<file path="config.mk">
export PLATFORM = sky130hd
export DESIGN_NAME = uart_tx_arbiter_flat
export DESIGN_NICKNAME = d
export VERILOG_FILES = /design/src/rtl/uart_tx_arbiter_if.sv /design/src/rtl/uart_tx_arbiter.sv /design/src/flat_wrapper.sv
export SDC_FILE = /design/constraint.sdc
export NUM_CORES = 1
export LEC_CHECK = 0
export ABC_AREA = 0
export ABC_CLOCK_PERIOD_IN_PS = 2150
export BUFFER_PORTS_ARGS = -buffer_cell sky130_fd_sc_hd__buf_4
export CORE_MARGIN = 4
export CORE_UTILIZATION = 42
export DETAILED_ROUTE_END_ITERATION = 12
export PLACE_DENSITY = 0.76
export REMOVE_ABC_BUFFERS = 1
export SYNTH_ARGS = -nofsm -noshare
export SYNTH_HDL_FRONTEND = slang
export SYNTH_SLANG_ARGS = --single-unit
</file>
<file path="constraint.sdc">
create_clock -name clk12MHz -period 2.15 [get_ports clk12MHz]
set_clock_uncertainty 0.1 [all_clocks]
set_input_delay 0.215 -clock clk12MHz [delete_from_list [all_inputs] [get_ports clk12MHz]]
set_output_delay 0.215 -clock clk12MHz [all_outputs]
set_load 0.01 [all_outputs]
</file>
<file path="src/rtl/uart_tx_arbiter_if.sv">
// Requester-side and transmitter-side signals of the UART transmit arbiter.
// master = requesters plus transmitter (drive valid/data/lock/uart_ready); slave = arbiter.
interface uart_tx_arbiter_if #(
    parameter int N_REQ = 4,
    parameter int IDX_W = 2
);
    logic [N_REQ-1:0]   req_valid;
    logic [8*N_REQ-1:0] req_data;
    logic [N_REQ-1:0]   req_lock;
    logic [N_REQ-1:0]   req_ready;
    logic [7:0]         uart_send_data;
    logic               uart_send_req;
    logic               uart_ready;
    logic [IDX_W-1:0]   grant_id;
    logic               busy;

    modport master (
        output req_valid, req_data, req_lock, uart_ready,
        input  req_ready, uart_send_data, uart_send_req, grant_id, busy
    );

    modport slave (
        input  req_valid, req_data, req_lock, uart_ready,
        output req_ready, uart_send_data, uart_send_req, grant_id, busy
    );
endinterface

</file>
<file path="src/rtl/uart_tx_arbiter.sv">
// Round-robin (with optional per-requester lock) sharing of one UART transmitter.
// Accept in IDLE -> send request next cycle; requesters stall until the transmitter frame ends.
module uart_tx_arbiter #(
    parameter int N_REQ = 4,
    parameter int IDX_W = 2
) (
    input  logic              clk12MHz,
    input  logic              reset,
    uart_tx_arbiter_if.slave  bus
);

    typedef enum logic [1:0] {
        DRAIN = 2'd0,
        IDLE  = 2'd1,
        ISSUE = 2'd2,
        WAIT  = 2'd3
    } state_t;

    state_t           state;
    state_t           state_nxt;
    logic [IDX_W-1:0] ptr;
    logic             have_grant;
    logic [7:0]       send_data;
    logic [IDX_W-1:0] grant_idx;

    logic             cand_found;
    logic [IDX_W-1:0] cand;
    logic [IDX_W-1:0] probe;
    logic [7:0]       cand_data;
    logic             grant;
    logic [N_REQ-1:0] ready_vec;

    // A held lock pins eligibility to the last grantee; otherwise scan from
    // farthest to nearest so the requester just after the pointer wins.
    always_comb begin
        cand_found = 1'b0;
        cand       = ptr;
        probe      = '0;
        if (have_grant && bus.req_lock[ptr]) begin
            cand_found = bus.req_valid[ptr];
        end else begin
            for (int k = N_REQ; k >= 1; k--) begin
                probe = IDX_W'((int'(ptr) + k) % N_REQ);
                if (bus.req_valid[probe]) begin
                    cand_found = 1'b1;
                    cand       = probe;
                end
            end
        end
    end

    always_comb begin
        cand_data = '0;
        for (int i = 0; i < N_REQ; i++) begin
            if (cand == IDX_W'(i)) begin
                cand_data = bus.req_data[8*i +: 8];
            end
        end
    end

    assign grant = (state == IDLE) && bus.uart_ready && cand_found;

    always_comb begin
        ready_vec = '0;
        if (grant) begin
            ready_vec[cand] = 1'b1;
        end
    end

    always_comb begin
        state_nxt = state;
        unique case (state)
            DRAIN:   if (bus.uart_ready)  state_nxt = IDLE;
            IDLE:    if (grant)           state_nxt = ISSUE;
            ISSUE:   if (!bus.uart_ready) state_nxt = WAIT;
            WAIT:    if (bus.uart_ready)  state_nxt = IDLE;
            default:                      state_nxt = DRAIN;
        endcase
    end

    always_ff @(posedge clk12MHz) begin
        if (reset) begin
            state      <= DRAIN;
            ptr        <= IDX_W'(N_REQ - 1);
            have_grant <= 1'b0;
            send_data  <= 8'h00;
            grant_idx  <= '0;
        end else begin
            state <= state_nxt;
            if (grant) begin
                ptr        <= cand;
                have_grant <= 1'b1;
                send_data  <= cand_data;
                grant_idx  <= cand;
            end
        end
    end

    assign bus.req_ready      = ready_vec;
    assign bus.uart_send_data = send_data;
    assign bus.uart_send_req  = (state == ISSUE);
    assign bus.grant_id       = grant_idx;
    assign bus.busy           = (state != IDLE);

endmodule

</file>
<file path="src/flat_wrapper.sv">
// flat-port wrapper written by rule: the top's interface ports become plain ports
module uart_tx_arbiter_flat 
#(
    parameter int N_REQ = 4,
    parameter int IDX_W = 2
)
  (clk12MHz, reset, bus_req_valid, bus_req_data, bus_req_lock, bus_uart_ready, bus_req_ready, bus_uart_send_data, bus_uart_send_req, bus_grant_id, bus_busy);
  uart_tx_arbiter_if #(.N_REQ(N_REQ), .IDX_W(IDX_W)) bus_i ();
  input  logic clk12MHz;
  input  logic reset;
  input wire logic [$bits(bus_i.req_valid)-1:0] bus_req_valid;
  input wire logic [$bits(bus_i.req_data)-1:0] bus_req_data;
  input wire logic [$bits(bus_i.req_lock)-1:0] bus_req_lock;
  input wire logic [$bits(bus_i.uart_ready)-1:0] bus_uart_ready;
  output wire logic [$bits(bus_i.req_ready)-1:0] bus_req_ready;
  output wire logic [$bits(bus_i.uart_send_data)-1:0] bus_uart_send_data;
  output wire logic [$bits(bus_i.uart_send_req)-1:0] bus_uart_send_req;
  output wire logic [$bits(bus_i.grant_id)-1:0] bus_grant_id;
  output wire logic [$bits(bus_i.busy)-1:0] bus_busy;
  assign bus_i.req_valid = bus_req_valid;
  assign bus_i.req_data = bus_req_data;
  assign bus_i.req_lock = bus_req_lock;
  assign bus_i.uart_ready = bus_uart_ready;
  assign bus_req_ready = bus_i.req_ready;
  assign bus_uart_send_data = bus_i.uart_send_data;
  assign bus_uart_send_req = bus_i.uart_send_req;
  assign bus_grant_id = bus_i.grant_id;
  assign bus_busy = bus_i.busy;
  uart_tx_arbiter #(.N_REQ(N_REQ), .IDX_W(IDX_W)) u_core (.clk12MHz(clk12MHz), .reset(reset), .bus(bus_i));
endmodule
</file>
==> run_results.csv <==
group,metric,value,unit
synthesis,ys_ff_latch,15,
setup_path,cp-end-kind,"output pin",
power_and_ir_drop,vdd_drop_max,0.530,mV
floorplanning,initial_core_util,45.1,%
power_and_ir_drop,power.total,0.00202,W
synthesis,syn_area_per_cell,8.99,um2
setup_path,cpLargestDelayFamily,"compound AO/OA/AOI/OAI gates",
cts,clkTransAtPathRegs,0.10,ns
synthesis,ys_async_sr_fraction,0,%
flow_run,max_cap_viol_count,0,
placement,place_hpwl,3010,um
synthesis,synth_simple_gate_area_share,20.5,%
timing,rsz0062_at_grt,"true",
cells_and_area,stdcell_count,261,
grt,grt_pass1_wl,6860,um
floorplanning,die_y,63.1,um
placement,dp_slack,-0.172,ns
cts,cts_tree,"done",
setup_path,slowest_delay,0.48,ns
timing,max_freq,0.435,GHz
timing,worst_slew_pin_slew,0.369,ns
grt,grt_max_degree,11,
synthesis,synthAdderAreaFrac,1.96,%
cells_and_area,fillers,194,
placement,dpl.cell_count,243,
min_path,min_path_cells,2,
synthesis,synth_area,1280,um2
setup_path,start_kind,"flip-flop",
cells_and_area,fin_util,75.2,%
timing,slew_headroom,75.4,%
setup_path,crit_slowest_cell,"o41a_4",
grt,antenna_found_initial,0,
floorplanning,coreArea,2830,um2
cts,cts_buffers,3,
cts,htree_levels,1,
outcome,status,"complete, but fails checks",
setup_path,critPathLaunch,"u_core.ptr[1]$_SDFFE_PP1N_",
synthesis,seq_area_frac_synth,23.5,%
setup_path,reg2regPathDepth,8,
timing,layout_min_cycle_time,2.30,ns
cells_and_area,drive_above_1_share,60.4,%
floorplanning,ioPinCount,59,
timing,finalHoldViolCount,0,
min_path,min-delay-start,"reset",
floorplanning,floorplan.die_area,3980,um2
setup_path,critPathBufInv,1,
timing,final.setup.tns,-0.923,ns
cells_and_area,area_delta_synth_final,66.8,%
outcome,failed_checks,"setup timing",
synthesis,syn-instance-count,142,
synthesis,ys.flop_type,"dfxtp_1",
setup_path,path_max_fanout,6,
power_and_ir_drop,cellLeakagePower,0.977,nW
min_path,worstHoldEndpoint,"u_core.bus.grant_id[0]$_SDFFE_PP0N_",
min_path,hold_path_class,"in -> reg",
routing,wl,4300,um
timing,timing.final.ws_setup,-0.147,ns
floorplanning,placement_rows,19,
placement,gp_congestion,0.838,
routing,drtAntennaViolNets,0,
cells_and_area,nNetsFinal,276,
synthesis,synth_top_family_by_area,"compound AO/OA/AOI/OAI gates",
synthesis,yosysWarnings,0,
setup_path,critPathKind,"reg -> out",
timing,final_max_slew_viol_count,0,
setup_path,arrival,1.98,ns
grt,track_usage,21.5,%
floorplanning,die_w,63.1,um
synthesis,synth-compound-area-share,31.4,%
routing,wl_per_cell,16.5,um
synthesis,synth.distinct_cells,49,
setup_path,cp_cell_sequence,"mux2i_4 > o22ai_2 > o41a_4 > nand2_8 > nor2_4 > and2_4 > buf_6",
cts,root_buffer,"clkbuf_4",
cells_and_area,antenna_cells,0,
cells_and_area,layout_common_cells,"82 x buf_4, 13 x dfxtp_1, 11 x nand2_1",
routing,drt_iter0_drc,73,
routing,route.detailed.drc,0,
grt,grt_pass1_vias,1530,
power_and_ir_drop,pwr_density_cell,948,nW/um2
setup_path,required,1.84,ns
cts,cts.sinks,15,
setup_path,r2r_slack,-0.12,ns
setup_path,reg2reg_from,"u_core.ptr[1]$_SDFFE_PP1N_",
placement,port_buffers,58,
synthesis,synthMuxAreaShare,15.2,%
routing,via_count,1455,
setup_path,reg2reg_to,"u_core.bus.uart_send_data[1]$_SDFFE_PP0N_",
cts,cts_buffer_depth,2,
synthesis,synth-edff-count,0,
grt,grt.overflow.total,0,
cts,insertion_delay,0.29,ns
routing,vias_per_cell,5.57,
timing,period_share,107,%
cells_and_area,final_common_cell,"buf_4",
synthesis,yosys.area_share.xor_xnor,0,%
routing,firstDrtPassIters,4,
timing,finalSetupViolCount,12,
kinds of logic (layout without fill, tap and decap cells):
| group | after synthesis | count (layout) |
|---|---|---|
| adders and majority gates | 2 | 2 |
| and+or+nand+nor | 49 | 49 |
| AOI/OAI and AO/OA | 45 | 45 |
| buffers and inverters | 15 | 103 |
| muxes | 16 | 16 |
| DFF | 15 | 15 |
synthesized netlist by cell type, types with 2 or more instances:
library cell / instances / area share [%]
a31oi_1: 3 / 1.5
buf_6: 3 / 2.6
ha_1: 2 / 2.0
nor3_1: 5 / 2.0
and2_1: 3 / 1.5
a21bo_2: 7 / 5.5
nor2b_1: 4 / 2.0
a211o_1: 2 / 1.4
nand2b_1: 4 / 2.0
a21oi_1: 5 / 2.0
nor2_1: 5 / 1.5
mux2i_1: 12 / 9.4
nand3_1: 7 / 2.7
o211ai_2: 7 / 6.9
nand2_1: 12 / 3.5
o21ai_0: 8 / 3.1
inv_1: 7 / 2.1
dfxtp_1: 15 / 24
state kept, by name, indices dropped and copies added, names as in the netlist:
| signal | flops |
|---|---|
| u_core.bus.uart_send_data | 8 |
| u_core.bus.grant_id | 2 |
| u_core.ptr | 2 |
| u_core.state | 2 |
| u_core.have_grant | 1 |
per-layer routing:
metal	vias up	global-route usage [%]	part of all wire, %
met5	-	0	0
li1	698	-	-
met1	681	23.6	39
met4	0	8.26	2.3
met2	64	39.8	53
met3	12	4.44	6.2
power breakdown:
| part | switching [W] | internal (W) | total [W] |
|---|---|---|---|
| clock | 0.000103 | 0.0000722 | 0.000175 |
| combinational | 0.000628 | 0.000777 | 0.00140 |
| sequential | 0.0000693 | 0.000368 | 0.000437 |
| total | 0.000800 | 0.00122 | 0.00202 |
per-stage QoR:
step / hold WS, ns / area (um2)
after global routing: 0.0587 / 2130
after floorplan: 0.180 / 1210
final: 0.0550 / 2130
after CTS: 0.0499 / 2060
after global placement: 0.347 / 1870
after detailed placement: 0.356 / 1870
worst register-to-register path, cell delays in order, from the launching register on:
cell      delay (ns)
dfxtp_4         0.43
mux2i_4         0.28
o22ai_2         0.13
o41a_4          0.48
nand2_8         0.10
buf_4           0.12
buf_12          0.11
mux2i_1         0.27
o221ai_2        0.14
cell type report:
| cell class | count | area (um2) | area share [%] |
|---|---|---|---|
| clock buffers | 4 | 26.3 | 1.23 |
| well taps | 31 | 38.8 | 1.82 |
| multi-input cells | 112 | 981 | 46.1 |
| flip-flops and latches | 15 | 308 | 14.5 |
| inverters | 7 | 26.3 | 1.23 |
| repair buffers | 92 | 748 | 35.2 |
worst max-delay path by stage:
| stage | endpoint | slack [ns] | cells past startpoint |
|---|---|---|---|
| after floorplan | u_core.bus.uart_send_data[1]$_SDFFE_PP0N_ | -0.29 | 5 |
| after global placement | u_core.bus.uart_send_data[4]$_SDFFE_PP0N_ | -0.007 | 7 |
| after detailed placement | u_core.bus.uart_send_data[1]$_SDFFE_PP0N_ | -0.17 | 7 |
| after CTS | bus_req_ready[0] | -0.11 | 7 |
| after global routing | bus_req_ready[2] | -0.19 | 7 |
| final | bus_req_ready[0] | -0.15 | 7 |
what timing repair did:
action                     4_1_cts  5_1_grt
buffers inserted                 8        5
cloned                           1        0
pin swaps                        8        1
gates resized for setup         26        6
hold buffers                     0        0
setup endpoints to repair       12       12
Power figures use the tool's default switching activity.
